**config.mk**
```make
export PLATFORM = sky130hd
export DESIGN_NAME = serial_seq_ctrl
export DESIGN_NICKNAME = d
export VERILOG_FILES = /design/src/rtl/serial_pkg.sv /design/src/rtl/pattern_slot_ram.sv /design/src/rtl/serial_seq_ctrl.sv
export SDC_FILE = /design/constraint.sdc
export NUM_CORES = 1
export LEC_CHECK = 0
export CORE_UTILIZATION = 55
export CTS_CLUSTER_DIAMETER = 50
export CTS_CLUSTER_SIZE = 14
export DETAILED_ROUTE_END_ITERATION = 10
export PLACE_DENSITY = 0.76
export REMOVE_ABC_BUFFERS = 1
export SKIP_LAST_GASP = 1
export SYNTH_ARGS = -nofsm -noshare
export SYNTH_HDL_FRONTEND = slang
export SYNTH_HIERARCHICAL = 1
export SYNTH_SLANG_ARGS = --single-unit
```
**constraint.sdc**
```tcl
create_clock -name clk -period 6.12 [get_ports clk]
set_input_delay 0.918 -clock clk [delete_from_list [all_inputs] [get_ports clk]]
set_output_delay 0.918 -clock clk [all_outputs]
set_load 0.02 [all_outputs]
```
**src/rtl/serial_pkg.sv**
```systemverilog
// Shared constants and types for the serial frame engine and its sequencer.
// Latency: n/a (declarations only).
// Backpressure: n/a.
package serial_pkg;

  // Default width of the output and frequency patterns.
  localparam int DEF_DATA_BIT = 32;

  // Engine load mode: REPEAT reloads the presented patterns at frame end,
  // ONE_SHOT lets the engine return to idle after the current frame.
  localparam logic ONE_SHOT = 1'b0;
  localparam logic REPEAT   = 1'b1;

  // Selects which half of a pattern slot a host write lands in.
  localparam logic WR_SEL_OUT  = 1'b0;
  localparam logic WR_SEL_FREQ = 1'b1;

  // Sequencer control states.
  typedef enum logic [1:0] {
    C_IDLE  = 2'd0,
    C_START = 2'd1,
    C_RUN   = 2'd2,
    C_ABORT = 2'd3
  } seq_state_e;

endpackage

```
**src/rtl/pattern_slot_ram.sv**
```systemverilog
// Pattern slot store: SLOT_NUM entries of {output pattern, frequency pattern}.
// Latency: write lands at the clock edge; read is combinational from the registers.
// Backpressure: none; the caller gates i_wr_en (the sequencer blocks writes while busy).
//
// Ports:
//   clk, rst_n             clock, async active-low reset (clears every slot)
//   i_wr_en/_slot/_sel/_data  single write port; _sel picks output or frequency half
//   i_rd_slot              read index
//   o_rd_out, o_rd_freq    patterns held in slot i_rd_slot
module pattern_slot_ram
  import serial_pkg::*;
#(
  parameter int DATA_BIT = DEF_DATA_BIT,
  parameter int SLOT_NUM = 4,
  parameter int SLOT_AW  = 2
) (
  input  logic                clk,
  input  logic                rst_n,
  input  logic                i_wr_en,
  input  logic [SLOT_AW-1:0]  i_wr_slot,
  input  logic                i_wr_sel,
  input  logic [DATA_BIT-1:0] i_wr_data,
  input  logic [SLOT_AW-1:0]  i_rd_slot,
  output logic [DATA_BIT-1:0] o_rd_out,
  output logic [DATA_BIT-1:0] o_rd_freq
);

  logic [DATA_BIT-1:0] out_q  [SLOT_NUM];
  logic [DATA_BIT-1:0] freq_q [SLOT_NUM];

  always_ff @(posedge clk or negedge rst_n) begin
    if (!rst_n) begin
      for (int i = 0; i < SLOT_NUM; i++) begin
        out_q[i]  <= '0;
        freq_q[i] <= '0;
      end
    end else if (i_wr_en) begin
      if (i_wr_sel == WR_SEL_FREQ) begin
        freq_q[i_wr_slot] <= i_wr_data;
      end else begin
        out_q[i_wr_slot] <= i_wr_data;
      end
    end
  end

  assign o_rd_out  = out_q[i_rd_slot];
  assign o_rd_freq = freq_q[i_rd_slot];

endmodule

```
**src/rtl/serial_seq_ctrl.sv**
```systemverilog
// Sequencer stepping a serial_out engine through pattern slots 0..last, looping.
// Latency: all outputs registered; start one cycle after i_run, slot advance one cycle after i_done_tick.
// Backpressure: none; host writes while busy are dropped and flagged on o_wr_err.
//
// Ports:
//   clk, rst_n                   clock, async active-low reset
//   i_wr_en/_slot/_sel/_data     host slot write (accepted only while idle)
//   i_last_slot, i_loop_cnt      sequence length and pass count (0 = forever), sampled at run
//   i_run, i_abort               start / abort pulses
//   i_done_tick                  engine frame-complete tick
//   o_start, o_stop, o_mode      engine controls (o_mode: 1 = REPEAT, 0 = ONE_SHOT)
//   o_output_pattern, o_freq_pattern  patterns the engine loads next
//   o_busy, o_slot, o_loops_left status; o_seq_done_tick on normal completion
//   o_wr_err                     one-cycle pulse when a write was dropped
module serial_seq_ctrl
  import serial_pkg::*;
#(
  parameter int DATA_BIT = DEF_DATA_BIT,
  parameter int SLOT_NUM = 4,
  parameter int SLOT_AW  = 2,
  parameter int LOOP_W   = 8
) (
  input  logic                clk,
  input  logic                rst_n,
  input  logic                i_wr_en,
  input  logic [SLOT_AW-1:0]  i_wr_slot,
  input  logic                i_wr_sel,
  input  logic [DATA_BIT-1:0] i_wr_data,
  input  logic [SLOT_AW-1:0]  i_last_slot,
  input  logic [LOOP_W-1:0]   i_loop_cnt,
  input  logic                i_run,
  input  logic                i_abort,
  input  logic                i_done_tick,
  output logic                o_start,
  output logic                o_stop,
  output logic                o_mode,
  output logic [DATA_BIT-1:0] o_output_pattern,
  output logic [DATA_BIT-1:0] o_freq_pattern,
  output logic                o_busy,
  output logic [SLOT_AW-1:0]  o_slot,
  output logic [LOOP_W-1:0]   o_loops_left,
  output logic                o_seq_done_tick,
  output logic                o_wr_err
);

  localparam logic [SLOT_AW-1:0] SLOT_ONE = SLOT_AW'(1);
  localparam logic [LOOP_W-1:0]  LOOP_ONE = LOOP_W'(1);

  // Control state
  seq_state_e          state_q, state_d;
  logic [SLOT_AW-1:0]  cur_q, cur_d;      // slot the engine is playing
  logic [SLOT_AW-1:0]  pres_q, pres_d;    // slot on the pattern outputs
  logic [SLOT_AW-1:0]  last_q, last_d;
  logic [LOOP_W-1:0]   loop_q, loop_d;
  logic [LOOP_W-1:0]   left_q, left_d;
  logic                abort_cnt_q, abort_cnt_d;

  // Registered outputs
  logic                start_q, start_d;
  logic                stop_q, stop_d;
  logic                mode_q, mode_d;
  logic [DATA_BIT-1:0] out_pat_q, out_pat_d;
  logic [DATA_BIT-1:0] freq_pat_q, freq_pat_d;
  logic                busy_q, busy_d;
  logic                seq_done_q, seq_done_d;
  logic                wr_err_q, wr_err_d;

  // Slot store read side
  logic [SLOT_AW-1:0]  rd_slot;
  logic [DATA_BIT-1:0] rd_out;
  logic [DATA_BIT-1:0] rd_freq;
  logic                load_pat;

  // Candidate values for a non-final frame boundary
  logic [SLOT_AW-1:0]  cur_n;
  logic [SLOT_AW-1:0]  pres_n;
  logic [LOOP_W-1:0]   left_n;

  pattern_slot_ram #(
    .DATA_BIT (DATA_BIT),
    .SLOT_NUM (SLOT_NUM),
    .SLOT_AW  (SLOT_AW)
  ) u_slot_ram (
    .clk       (clk),
    .rst_n     (rst_n),
    .i_wr_en   (i_wr_en & ~busy_q),
    .i_wr_slot (i_wr_slot),
    .i_wr_sel  (i_wr_sel),
    .i_wr_data (i_wr_data),
    .i_rd_slot (rd_slot),
    .o_rd_out  (rd_out),
    .o_rd_freq (rd_freq)
  );

  // Wraps to slot 0 after the captured last slot.
  function automatic logic [SLOT_AW-1:0] next_slot(input logic [SLOT_AW-1:0] s);
    return (s == last_q) ? '0 : s + SLOT_ONE;
  endfunction

  // The frame on slot s with `left` passes remaining is the last one to play.
  function automatic logic is_final(input logic [SLOT_AW-1:0] s,
                                    input logic [LOOP_W-1:0]  left);
    return (s == last_q) && (loop_q != '0) && (left == LOOP_ONE);
  endfunction

  always_comb begin
    state_d     = state_q;
    cur_d       = cur_q;
    pres_d      = pres_q;
    last_d      = last_q;
    loop_d      = loop_q;
    left_d      = left_q;
    abort_cnt_d = abort_cnt_q;
    start_d     = 1'b0;
    stop_d      = stop_q;
    mode_d      = mode_q;
    busy_d      = busy_q;
    seq_done_d  = 1'b0;
    wr_err_d    = i_wr_en & busy_q;
    rd_slot     = pres_q;
    load_pat    = 1'b0;

    cur_n  = next_slot(cur_q);
    pres_n = next_slot(cur_n);
    left_n = left_q;
    // A wrap back to slot 0 completes one pass; infinite runs keep the count at 0.
    if ((cur_n == '0) && (loop_q != '0)) begin
      left_n = left_q - LOOP_ONE;
    end

    unique case (state_q)
      C_IDLE: begin
        if (i_run) begin
          state_d  = C_START;
          last_d   = i_last_slot;
          loop_d   = i_loop_cnt;
          left_d   = i_loop_cnt;
          cur_d    = '0;
          pres_d   = '0;
          rd_slot  = '0;
          load_pat = 1'b1;
          start_d  = 1'b1;
          busy_d   = 1'b1;
          // The very first frame is also the final one for a single-slot, single-pass run.
          mode_d   = ((i_last_slot == '0) && (i_loop_cnt == LOOP_ONE)) ? ONE_SHOT : REPEAT;
        end
      end

      C_START: begin
        if (i_abort) begin
          state_d     = C_ABORT;
          stop_d      = 1'b1;
          mode_d      = ONE_SHOT;
          abort_cnt_d = 1'b0;
        end else begin
          // Present the follow-on slot so the engine's REPEAT reload picks it up.
          state_d  = C_RUN;
          pres_d   = next_slot('0);
          rd_slot  = next_slot('0);
          load_pat = 1'b1;
        end
      end

      C_RUN: begin
        if (i_abort) begin
          // Abort takes priority over a coincident done tick; cur stays put.
          state_d     = C_ABORT;
          stop_d      = 1'b1;
          mode_d      = ONE_SHOT;
          abort_cnt_d = 1'b0;
        end else if (i_done_tick) begin
          if (is_final(cur_q, left_q)) begin
            state_d    = C_IDLE;
            busy_d     = 1'b0;
            seq_done_d = 1'b1;
            left_d     = left_q - LOOP_ONE;
          end else begin
            cur_d    = cur_n;
            pres_d   = pres_n;
            left_d   = left_n;
            rd_slot  = pres_n;
            load_pat = 1'b1;
            mode_d   = is_final(cur_n, left_n) ? ONE_SHOT : REPEAT;
          end
        end
      end

      C_ABORT: begin
        // Stop is held for two cycles so an engine parked in its DONE state
        // also sees it; done ticks are ignored here.
        stop_d = 1'b1;
        mode_d = ONE_SHOT;
        if (abort_cnt_q) begin
          state_d     = C_IDLE;
          stop_d      = 1'b0;
          busy_d      = 1'b0;
          abort_cnt_d = 1'b0;
        end else begin
          abort_cnt_d = 1'b1;
        end
      end

      default: begin
        state_d = C_IDLE;
      end
    endcase

    out_pat_d  = load_pat ? rd_out  : out_pat_q;
    freq_pat_d = load_pat ? rd_freq : freq_pat_q;
  end

  always_ff @(posedge clk or negedge rst_n) begin
    if (!rst_n) begin
      state_q     <= C_IDLE;
      cur_q       <= '0;
      pres_q      <= '0;
      last_q      <= '0;
      loop_q      <= '0;
      left_q      <= '0;
      abort_cnt_q <= 1'b0;
      start_q     <= 1'b0;
      stop_q      <= 1'b0;
      mode_q      <= 1'b0;
      out_pat_q   <= '0;
      freq_pat_q  <= '0;
      busy_q      <= 1'b0;
      seq_done_q  <= 1'b0;
      wr_err_q    <= 1'b0;
    end else begin
      state_q     <= state_d;
      cur_q       <= cur_d;
      pres_q      <= pres_d;
      last_q      <= last_d;
      loop_q      <= loop_d;
      left_q      <= left_d;
      abort_cnt_q <= abort_cnt_d;
      start_q     <= start_d;
      stop_q      <= stop_d;
      mode_q      <= mode_d;
      out_pat_q   <= out_pat_d;
      freq_pat_q  <= freq_pat_d;
      busy_q      <= busy_d;
      seq_done_q  <= seq_done_d;
      wr_err_q    <= wr_err_d;
    end
  end

  assign o_start          = start_q;
  assign o_stop           = stop_q;
  assign o_mode           = mode_q;
  assign o_output_pattern = out_pat_q;
  assign o_freq_pattern   = freq_pat_q;
  assign o_busy           = busy_q;
  assign o_slot           = cur_q;
  assign o_loops_left     = left_q;
  assign o_seq_done_tick  = seq_done_q;
  assign o_wr_err         = wr_err_q;

endmodule
```
# == Word level (Yosys, flattened, before mapping) ==
# Index checks and enable logic that the tools add are counted.
# op_classes
n_addsub,3
n_mul,0
n_shift,0
magnitude_cmp,3
n_bitwise,6
muxes,66
n_reduce_logical,25
eq_ne,19
n_div,0
# op_table
op,n
$bwmux 128,2
$mux 32,5
$bmux 32 s2,2
$demux 32 s2,1
$mux 8,5
$mux 2,16
$mux 1,26
$eq 8x1->1 const B,3
$pmux 8 s2,1
$ne 2x2->1 const B,7
$reduce_and 4->1,3
$ne 3x3->1 const B,3
$logic_not 2->1,4
$pmux 2 s4,1
$reduce_and 2->1,4
$reduce_bool 8->1,1
$sub 8x1->8 const B,1
$logic_and 1x1->1,7
$ge 3x3->1 const B,2
$not 2->3,2
$pmux 1 s3,2
$pmux 2 s3,1
$reduce_and 6->1,1
$reduce_and 5->1,1
14 further kinds,21
# word_totals
mem_bits_ro,0
mem_count,0
register_bits,351
latch_bits,0
wordCells,145
out_inout_bits,80
mem_bits_rw,0
input_bits,51

# == Logic depth before layout (Yosys ltp) ==
# logic_depth
word_depth,12
depth_mapped,13
mapped_depth_nobuf,10

# == By module ==
# Netlist, hierarchy kept.
# modules_own_cells
mod,cells_each,area_each_um2,seq_area_each_um2,n_inst
pattern_slot_ram,629,11119.4,6406.1,1
serial_seq_ctrl,378,4804.6,2377.3,1

# == Worst setup path before layout ==
# No wires, ideal clock.
# synth_timing
path_type,register -> register
startpoint,"register left_q[4], in the netlist o_loops_left[4]"
endpoint,"register freq_pat_q[0], in the netlist o_freq_pattern[0]"
path_stages_with_launch,12
setup_time_ns,0.125
t_arrival_ns,3.114
setup_slack_ns,2.880
path_buffers,3
cell_sequence,dfrtp_1 buf_2 nor4_4 and4_4 a21oi_1 o211ai_1 o211ai_1 a41oi_1 buf_2 buf_2 mux4_2 mux2_4
# synth_via
elab_chain_cells,10
word_cells_on_any_way,14
classes_between,1 x eq/ne; 11 x mux; 1 x bitwise; 1 x reduce/logical
# synth_lines
item,line,rtl
start: declaration,serial_seq_ctrl.sv:55,"logic [LOOP_W-1:0] left_q, left_d;"
start signal: assignment,serial_seq_ctrl.sv:235,left_q <= left_d;
$eq 8x1->1,serial_seq_ctrl.sv:103,return (s == last_q) && (loop_q != '0) && (left == LOOP_ONE);
$logic_and 1x1->1,serial_seq_ctrl.sv:103,
$mux 2,n/a,
$mux 2,serial_seq_ctrl.sv:171,end else if (i_done_tick) begin
$mux 2,n/a,
$pmux 2 s3,n/a,
named net pres_d[0],serial_seq_ctrl.sv:52,"logic [SLOT_AW-1:0] pres_q, pres_d;"
$not 2->3 (implied by the code),pattern_slot_ram.sv:47,assign o_rd_freq = freq_q[i_rd_slot];
$bmux 32 s2,pattern_slot_ram.sv:47,
$mux 32 (implied by the code) (2 in series),pattern_slot_ram.sv:47,
named net rd_freq[0],serial_seq_ctrl.sv:71,logic [DATA_BIT-1:0] rd_freq;
end signal: assignment,serial_seq_ctrl.sv:241,freq_pat_q <= freq_pat_d;
end: declaration,serial_seq_ctrl.sv:63,"logic [DATA_BIT-1:0] freq_pat_q, freq_pat_d;"
# The timed path passes the listed nets, and every way through them passes these cells. The select of a mux whose other input is x is not followed.
# A chain may end at the register's enable or synchronous reset.

# == Final worst setup path ==
# layout_timing
startpoint,"register left_q[2], in the netlist o_loops_left[2]"
endpoint,"register freq_pat_q[17], in the netlist o_freq_pattern[17]"
# Same word-level chain as after synthesis.

==> impl_results.md <==
- Layout Skew: 0.0254 ns
- H-tree levels: 2
- Via density: 5.94
- M3 GR Usage: 2.98%
- Final min period: 3.62 ns
- Post-CTS Setup Repair Bufs: 0
- Layout cells sized above 1: 41.0%
- Hpwl dp: 19000 um
- Tot GR Track Use: 23.4%
- Synth cell types: 70
- CTS tree: done
- Die W: 172 um
- # hold bufs at CTS: 0
- Critical path, cell by cell: nor4_4, and4_4, a21oi_1, nand2b_1, mux2i_1, o21ai_4, buf_4, mux4_2, mux2_4
- Worst min path class: input port to asynchronous set/reset pin
- Worst endpoint data arrival time: 4.01 ns
- Maximum fanout along the worst path: 65
- Most frequent cells in the layout: 351 x dfrtp_1, 254 x mux2_2, 129 x clkdlybuf4s50_1, 64 x mux4_2, 60 x mux2_4
- Worst-Skew Late Latency: 0.52 ns
- Buffers added on ports: 130
- Wire length per cell: 21.9 um
- Mapped Cells: 1007
- Startpoint Class: flop
- NumNets Final: 1180
- Pins Over Slew Limit: 0
- Worst slew margin: 30.4%
- Reg2reg path depth: 9
- CTS Buffer Depth: 3
- Post-route ant nets: 0
- Peak Freq: 0.276 GHz
- Boundary pin count: 131
- P_leak: 7.86 nW
- Largest net degree at the start of global routing: 106
- Syn Area/Cell: 15.8 um^2
- Detailed Routing Iterations Pass 1: 5
- Outcome: complete, no violations
- Clk Tree Root Cell: clkbuf_16
- Vias: 9024
- Post-route total power: 0.0104 W
- DIE AREA: 29600 um^2
- Final clock period utilization by the worst path: 59.2%
- Most Used Layer, Global Route: met2
- Filler cells: 1961
- Commonest non-fill, non-tap cell in the layout: dfrtp_1
- Initial antenna violation count: 0
- Number of max-cap violations: 0
- CP required: 6.50 ns
- Max stage delay cell, worst path: buf_4
- Initial DRC Count: 493
- Core area: 28200 um^2
- Power Density: 561 nW/um^2
- Post-synth EDFFs: 0
- Final number of setup-violating endpoints: 0
- GR Util met2: 37.3%
- Clock transition at path regs: 0.06 ns
- WP buf/inv: 1
- Die Y: 172 um
- CTS Sinks: 351
- Post-CTS sizing: 0
- Post-synthesis cell area: 15900 um^2
- GP Congestion: 0.856
- WP depth: 9
- Vias in the first global route: 9310
- First-pass GRT wire length: 52600 um
- Total wire length: 33300 um
- # DRC: 0
- Grt total ovfl: 0
- Sequential-to-total area share from yosys stat: 55.2%
- Max IR drop VDD: 335 uV
- Placed cell areas: 17500 um^2
- Critical path class: flop to flop
- Initial Util: 56.5%
- Synthesized flop and latch total: 351
- FP Rows: 61
- GR Layer Usage met1: 34.4%
- Post-Route Utilization: 65.8%
- Crit. End Element: flop
- Cts bufs inserted: 36
- RSZ-0062 raised after global routing: no
- Measured slew at the worst slew-check pin: 1.04 ns
- Async SR Flop Fraction: 100%
- Final Hold Violating Endpoints: 0
- Primary FF master, synth: dfrtp_1
- Design area: 18500 um^2
- Antenna diode count: 0
- Worst path top cell family by delay: simple AND/OR/NAND/NOR gates
- Setup TNS: 0 ns
- Slowest stage delay, CP: 0.80 ns
- Ys Warns: 6
- Area Overhead vs Synth: 16.4%
state kept, by name, indices dropped and copies added (netlist names), 2 cells and up:
| register | flops |
|---|---|
| last_q | 2 |
| loop_q | 8 |
| o_freq_pattern | 32 |
| o_loops_left | 8 |
| o_output_pattern | 32 |
| o_slot | 2 |
| pres_q | 2 |
| state_q | 2 |
| u_slot_ram/freq_q | 128 |
| u_slot_ram/out_q | 128 |
cell type report:
type	count	area, um^2	share of cell area (%)
repair buffers	147	1470	7.94
clock buffers	42	965	5.20
well taps	378	473	2.55
flip-flops and latches	351	8780	47.4
multi-input cells	575	6690	36.1
clock inverters	15	108	0.581
inverters	12	45.0	0.243
layer usage:
metal | vias up | routed length [um]
met3 | 45 | 1330
met5 | - | 0
met1 | 4814 | 15500
met4 | 0 | 491
met2 | 191 | 16100
li1 | 3974 | -
per-stage QoR:
stage | instances | hold slack, ns | setup WS, ns
floorplan | 938 | 0.452 | -2.70
global placement | 1463 | 0.463 | 2.28
detailed placement | 1463 | 0.472 | 2.25
CTS | 1520 | 0.453 | 2.51
global route | 1520 | 0.453 | 2.25
finish | 1520 | 0.391 | 2.50
logic make-up after synthesis:
kind of cell	Yosys count	synth area share (%)
buffers and inverters	81	3.11
muxes	397	34.0
and+or+nand+nor	95	3.76
DFF	351	55.2
AOI/OAI and AO/OA	71	3.18
adders and majority gates	6	0.471
xor gates and xnor gates	6	0.330
power by group:
part           internal [W]  switching [W]
registers           0.00348       0.000722
logic               0.00251        0.00166
clock network       0.00113       0.000889
total               0.00712        0.00327
synth_stat cells (4+ instances only):
cell type  count  area (um^2)
clkbuf_1      13         48.8
buf_2         26          130
nand2_1       17         63.8
inv_1         12         45.0
nor3_1         9         45.0
nand3_1        7         35.0
o31ai_1        4         30.0
ha_1           6         75.1
nor4_1         4         25.0
buf_6         20          225
a21oi_1       10         50.1
dfrtp_1      351         8780
nor2b_1        4         25.0
o211ai_1       4         30.0
o21ai_0       19         95.1
nor2_1        16         60.1
mux4_2        64         1440
nand2b_1       4         25.0
buf_1          7         26.3
and3_1         6         37.5
mux2_4        60          901
mux2i_1        4         40.0
mux2_2       254         2860
mux2_1        15          169
xnor2_1        6         52.6
worst paths after layout:
check	startpoint	end	slack [ns]
min	rst_n	state_q[1]	0.39
max	o_loops_left[2]	o_freq_pattern[17]	2.50
max reg2reg	o_loops_left[2]	o_freq_pattern[17]	2.50
min in group clk	u_slot_ram/out_q[56]	u_slot_ram/out_q[56]	0.48
max in group asynchronous	rst_n	u_slot_ram/out_q[47]	4.24
min reg2reg	u_slot_ram/out_q[56]	u_slot_ram/out_q[56]	0.48
(Power assumes the default switching activity.)
